**config.mk**
```make
export PLATFORM = sky130hd
export DESIGN_NAME = pipeline_ctrl
export DESIGN_NICKNAME = d
export VERILOG_FILES = /design/src/rtl/pipeline_ctrl.sv
export SDC_FILE = /design/constraint.sdc
export NUM_CORES = 1
export LEC_CHECK = 0
export ABC_AREA = 1
export CORE_UTILIZATION = 51
export CTS_CLUSTER_SIZE = 12
export DETAILED_ROUTE_END_ITERATION = 10
export HOLD_SLACK_MARGIN = 0.02
export PLACE_DENSITY_LB_ADDON = 0.15
export SETUP_SLACK_MARGIN = 0.15
export SLEW_MARGIN = 25
export SYNTH_ARGS = -nofsm -noshare
export SYNTH_HDL_FRONTEND = slang
export SYNTH_SLANG_ARGS = --single-unit
```
**constraint.sdc**
```tcl
create_clock -name clk -period 7.85 [get_ports clk]
set_clock_uncertainty 0.1 [all_clocks]
set_input_delay 1.9625 -clock clk [delete_from_list [all_inputs] [get_ports clk]]
set_output_delay 1.9625 -clock clk [all_outputs]
set_load 0.01 [all_outputs]
```
**src/rtl/pipeline_ctrl.sv**
```systemverilog
// Valid/ready sequencer for a DEPTH-stage datapath: bubble-collapsing stage enables,
// flush and drain control, plus occupancy and output-stall statistics.
module pipeline_ctrl #(
   parameter int DEPTH   = 8,
   parameter int STALL_W = 16
) (
   input  logic               clk,
   input  logic               rst,
   input  logic               in_valid,
   output logic               in_ready,
   output logic               out_valid,
   input  logic               out_ready,
   input  logic               flush,
   input  logic               drain_req,
   output logic               drain_done,
   output logic [DEPTH-1:0]   stage_en,
   output logic [DEPTH-1:0]   stage_vld,
   output logic [4:0]         occupancy,
   output logic [1:0]         state,
   output logic [STALL_W-1:0] stall_cnt
);

   typedef enum logic [1:0] {
      IDLE  = 2'd0,
      RUN   = 2'd1,
      DRAIN = 2'd2,
      FLUSH = 2'd3
   } state_e;

   state_e             state_q, state_d;
   logic [DEPTH-1:0]   vld_q, vld_d;
   logic [4:0]         occupancy_q, occupancy_d;
   logic [STALL_W-1:0] stall_cnt_q, stall_cnt_d;
   logic               drain_done_q, drain_done_d;
   logic [DEPTH-1:0]   rdy;
   logic               accept;

   // A stage can load if it is empty or its occupant moves on; readiness ripples from the output back.
   always_comb begin
      logic r;
      rdy = '0;
      r   = ~vld_q[DEPTH-1] | out_ready;
      rdy[DEPTH-1] = r;
      for (int i = DEPTH - 2; i >= 0; i--) begin
         r      = ~vld_q[i] | r;
         rdy[i] = r;
      end
   end

   assign stage_en = rdy & {DEPTH{~flush}};

   // NOTE: every always_comb output gets a default first, so no path can leave it unassigned and infer a latch.
   always_comb begin
      in_ready = 1'b0;
      if ((state_q == IDLE || state_q == RUN) && !flush && !drain_req) begin
         in_ready = rdy[0];
      end
   end

   assign accept = in_valid & in_ready;

   always_comb begin
      vld_d = vld_q;
      if (flush) begin
         vld_d = '0;
      end else begin
         if (stage_en[0]) vld_d[0] = accept;
         for (int i = 1; i < DEPTH; i++) begin
            if (stage_en[i]) vld_d[i] = vld_q[i-1];
         end
      end
   end

   // Occupancy is registered from the next valid vector so it always matches stage_vld.
   always_comb begin
      occupancy_d = '0;
      for (int i = 0; i < DEPTH; i++) begin
         occupancy_d = occupancy_d + 5'(vld_d[i]);
      end
   end

   always_comb begin
      stall_cnt_d = stall_cnt_q;
      if (vld_q[DEPTH-1] && !out_ready && (stall_cnt_q != '1)) begin
         stall_cnt_d = stall_cnt_q + STALL_W'(1);
      end
   end

   always_comb begin
      state_d = state_q;
      case (state_q)
         IDLE: begin
            if (drain_req)   state_d = DRAIN;
            else if (accept) state_d = RUN;
         end
         RUN: begin
            if (drain_req)               state_d = DRAIN;
            else if (occupancy_d == '0)  state_d = IDLE;
         end
         DRAIN: begin
            if (occupancy_d == '0) state_d = IDLE;
         end
         FLUSH:   state_d = IDLE;
         default: state_d = IDLE;
      endcase
      if (flush) state_d = FLUSH;
      drain_done_d = (state_q == DRAIN) && (state_d == IDLE);
   end

   // NOTE: sequential state uses non-blocking assignments so every flop samples pre-edge values.
   always_ff @(posedge clk) begin
      if (rst) begin
         state_q      <= IDLE;
         vld_q        <= '0;
         occupancy_q  <= '0;
         stall_cnt_q  <= '0;
         drain_done_q <= 1'b0;
      end else begin
         state_q      <= state_d;
         vld_q        <= vld_d;
         occupancy_q  <= occupancy_d;
         stall_cnt_q  <= stall_cnt_d;
         drain_done_q <= drain_done_d;
      end
   end

   assign out_valid  = vld_q[DEPTH-1];
   assign stage_vld  = vld_q;
   assign occupancy  = occupancy_q;
   assign state      = state_q;
   assign stall_cnt  = stall_cnt_q;
   assign drain_done = drain_done_q;

endmodule
```
Word level (Yosys, flattened, before mapping). Index checks and enable logic that the tools add are counted.

Flip-flop bits (word level): 32. Bits of input ports: 6. Output and inout port bits: 42. Word-level logic and storage cells: 64.

Add/subtract/negate cells: 8. Eq/ne operators: 4. Mux-type cells: 16. Bitwise logic cells: 19. Reductions and logical operators: 12.

Operators by type and width (count): 16-bit by 1-bit adder with 16-bit output (second input constant) (1); 16-bit inequality test (second input constant) (1); 5-bit by 1-bit adder with 5-bit output (3); 2-bit 2-to-1 mux (5); 1-bit 2-to-1 mux (9); 1-bit inverter (9); 8-bit bitwise AND (1); 8-bit 2-to-1 mux (1); 1-bit OR (8); 2-bit case mux with 4 select lines (1); 4-bit by 1-bit adder with 5-bit output (1); 1-bit logical AND (5); 5-bit logical NOT (1); 3-bit by 1-bit adder with 4-bit output (1); 2-bit equality test (second input constant) (2); 2-bit logical NOT (2); 2-bit by 1-bit adder with 3-bit output (1); 1-bit logical NOT (3); 1-bit by 1-bit adder with 2-bit output (1); 2-bit by 1-bit equality test with 1-bit output (second input constant) (1); 1-bit bitwise AND (1); 1-bit logical OR (1).

Longest topological paths before layout.
Depth in word-level cells: 27. Depth in mapped cells: 21. Mapped depth without buffers: 21.

Least setup slack after synthesis. No wires, ideal clock.

Path kind: input -> register. From: input out_ready. To: register state_q[0] (netlist: state[0]). Data arrival time: 5327 ps. Setup slack: 2295 ps. Stages: 21. Path buffers: 0. Path through: inv_1 > nand4_1 > nor3_2 > inv_1 > nor2_2 > nand2_1 > inv_1 > o21ai_1 > fa_1 > fa_1 > fa_1 > inv_1 > ha_1 > inv_1 > fa_1 > xor2_1 > nand4_1 > o21ai_0 > inv_1 > nand2_1 > a21oi_1.

Longest elaborated chain between the ends: 24.

RTL lines: start, declared (RTL line 12) `input logic out_ready,`; 1-bit OR * (RTL line 42) `r = ~vld_q[DEPTH-1] | out_ready;`; 1-bit OR (7 in a row) (RTL line 45) `r = ~vld_q[i] | r;`; 1-bit 2-to-1 mux (RTL line 55) `if ((state_q == IDLE || state_q == RUN) && !flush && !drain_req) begin`; 1-bit bitwise AND (RTL line 60) `assign accept = in_valid & in_ready;`; 1-bit 2-to-1 mux (RTL line 67) `if (stage_en[0]) vld_d[0] = accept;`; 8-bit 2-to-1 mux (RTL line 64) `if (flush) begin`; 1-bit by 1-bit adder with 2-bit output (RTL line 78) `occupancy_d = occupancy_d + 5'(vld_d[i]);`; 2-bit by 1-bit adder with 3-bit output (RTL line 78); 3-bit by 1-bit adder with 4-bit output (RTL line 78); 4-bit by 1-bit adder with 5-bit output (RTL line 78); 5-bit by 1-bit adder with 5-bit output (3 in a row) (RTL line 78); 5-bit logical NOT (RTL line 98, 101); 2-bit 2-to-1 mux (RTL line 98, 101); 2-bit 2-to-1 mux (RTL line 97) `if (drain_req) state_d = DRAIN;`; 2-bit case mux with 4 select lines * (RTL line 91) `case (state_q)`; 2-bit 2-to-1 mux * (RTL line 106) `if (flush) state_d = FLUSH;`; end signal, assigned (RTL line 119) `state_q <= state_d;`; end, declared (RTL line 30) `state_e state_q, state_d;`.

Mark *: on every way between the ends. The rest lies on a longest branch, timed or not. A chain may end at the register's enable or synchronous reset.

Worst setup path in the final report. Same ends and word-level chain as after synthesis.

==> key figures <==
STA
  – Setup Viol. Count Final: 0
  – Unrepaired setup endpoints after global routing: false
  – Fin. max-slew vios: 0
  – Fin. Hold Viols: 0
  – Final period util: 0.772
  – FMAX: 165 MHz
  – Worst hold margin: 0.363 ns
  – Setup TNS: 0 ns
  – Max_slew headroom: 0.586
  – Fin crit period: 6.06 ns
  – Worst slew pin tran: 0.619 ns

Synthesis
  – Top post-synthesis cells by area: dfxtp_1 36%, inv_1 9.4%, nor2_1 6.8%
  – #FFs+latches synth: 31
  – Register area share after synthesis: 0.362
  – Yosys warnings: 0
  – Unique cell type count in the Yosys netlist: 36
  – Cell Area, Synth: 1720 um2
  – Synth area leader: dfxtp_1
  – Syn Inst Count: 228
  – Net count of the mapped netlist: 242
  – Syn Area/Cell: 7.52 um2
  – Post-synth top area share: 0.362

Critical path
  – CP Data Required Time: 7.95 ns
  – Critical Path End Type: register
  – WP data arrival: 6.16 ns
  – Cell family with most CP delay: adder cells
  – Critical path's most frequent cell: inv_1
  – Critical path class: input pin to register
  – Setup crit start kind: input pin
  – Crit-path slowest cell: fa_1
  – Worst path max stage delay: 0.59 ns
  – Crit-path cells: clkdlybuf4s50_1 > inv_1 > nand4_1 > nor3_2 > inv_1 > nor2_2 > nand2_1 > inv_1 > o21ai_1 > fa_1 > fa_1 > fa_1 > inv_1 > ha_1 > inv_1 > fa_1 > xor2_1 > nand4_1 > o21ai_0 > inv_1 > nand2_1 > a21oi_1
  – CP Max Fanout: 4
  – Reg-to-reg setup timing slack: 3.49 ns
  – Worst Path Buf+Inv: 7

Clocking
  – Clock sinks: 31
  – Worst-path clk slew: 0.10 ns
  – Clock buffer count from CTS: 5
  – CTS Hold Bufs: 0
  – Setup bufs post-CTS: 0
  – Clk Latency, worst-skew pair: 0.33 ns
  – CTS tree: built
  – Clock Path Buffers: 2
  – CTS HTree Levels: 2
  – CTS root buf: clkbuf_4
  – Post_cts resized: 0

Die
  – Core area: 3130 um2
  – Die W: 60.0 um
  – Die Height: 60.0 um
  – Initial Util: 0.548
  – FP Rows: 20
  – IO Pins: 48
  – Full die area: 3600 um2

Final layout
  – Finished Core Util: 0.721
  – Share of cells above drive strength 1: 0.109
  – Area growth from synthesis to layout: 31.4%
  – Antenna cell count: 0
  – Fin nets: 287

Routing
  – Via count: 1,579
  – Routed vias/inst: 4.97
  – Met2 Wirelength: 1760 um
  – M1 WL: 1630 um
  – Wire per inst: 11.4 um
  – Top layer in use: met4
  – Number of routed nets with antenna violations: 0
  – Routed wl met3: 175 um
  – Drt initial violations: 99
  – Residual DRC: 0
  – Final WL: 3620 um
  – First-pass detailed-route iteration total: 4

Global routing
  – Initial antenna violation count: 0
  – Number of global-route vias before repair: 1,404
  – Largest net degree at the start of global routing: 18
  – Total GRT Usage: 0.228
  – GRT overflow: 0
  – First-pass GRT wire length: 6040 um

Power and ir drop
  – Worst vdd ir: 0.175 mV
  – Pwr Density: 138 nW/um2
  – Leak pwr: 0.923 nW

Place
  – IO Port Bufs: 46
  – Final HPWL DP: 2780 um
  – RePlAce Congestion: 0.881

Run
  – Maxcap violations: 0

Outcome
  – Status: complete, no violations

Hold path
  – Hold crit path type: register to register
==> metal layers <==
metal	global-route usage	up-vias
met4	0.103	0
met3	0.0476	7
met2	0.378	40
li1	-	802
met5	0	-
met1	0.282	730
==> logic make-up (layout without fill, tap and decap cells) <==
family,after synthesis,after routing,synth area share
buffers and inverters,52,98,0.133
AO/OA/AOI/OAI,34,34,0.106
XOR/XNOR,2,2,0.0102
AND/OR/NAND/NOR,100,100,0.311
flip-flops,31,31,0.362
other,1,1,0.00219
adder cells (fa/ha/maj),8,8,0.0759
==> cell usage in the layout (no fill, tap or decap), types with 3 or more instances in the layout <==
cell and n:
a21oi_1 11, clkbuf_4 5, clkdlybuf4s50_1 46, dfxtp_1 31, fa_1 4, ha_1 4
inv_1 43, nand2_1 30, nand2_2 4, nand3_1 9, nand4_1 6, nor2_1 31
nor2_4 3, nor3_2 4, o21ai_0 15, o21ai_1 3
==> metrics by stage <==
stage	cells	total power [mW]	setup slack (ns)	instance area [um2]
6_report	318	0.311	1.79	2250
4_1_cts	318	0.314	1.85	2250
2_1_floorplan	228	0.174	2.30	1720
5_1_grt	318	0.325	1.49	2250
3_5_place_dp	310	0.184	1.47	2170
3_3_place_gp	310	0.184	1.72	2170
==> worst paths after layout <==
check,endpoint,cells after the start,startpoint
worst max-delay path,state[0],22,out_ready
worst min-delay path,drain_done,1,state[0]
worst max register to register,state[0],20,stage_vld[6]
worst min register to register,drain_done,1,state[0]
==> layout make-up <==
class                           instances  area (um2)
Inverter                               44         165
Clock inverter                          2        35.0
Multi-Input combinational cell        145         867
Tap cell                               44        55.1
Sequential cell                        31         621
Clock buffer                            6        51.3
Timing Repair Buffer                   46         460
Fill cell                             260         873
==> state kept, by name, summed over array words and instances (netlist names) <==
name,count
state,2
occupancy,4
drain_done,1
stall_cnt,16
stage_vld,8
==> cells in the mapped netlist <==
master	count
nand4_1	6
o21ai_1	3
dfxtp_1	31
nand2_1	30
nor2_8	1
nand3_2	2
o21ai_2	1
inv_2	1
a21oi_2	1
o21ai_0	15
nor2_1	31
nor3_1	2
clkbuf_1	3
conb_1	1
nand2_2	4
nand2_4	2
a31oi_1	2
xor2_1	1
and2_1	1
a21oi_1	11
fa_1	4
buf_12	1
nor2_2	2
xnor2_1	1
o21a_1	1
inv_1	43
buf_2	1
buf_4	2
nand3_1	9
nor3b_1	1
buf_6	1
nor3_2	4
and3_1	1
nand3_4	1
ha_1	4
nor2_4	3
==> report_power, final <==
part	switching (mW)	internal [mW]
registers	0.000828	0.158
logic	0.0113	0.0107
clock network	0.0550	0.0753
No activity file was read; power rests on OpenSTA's default activity.
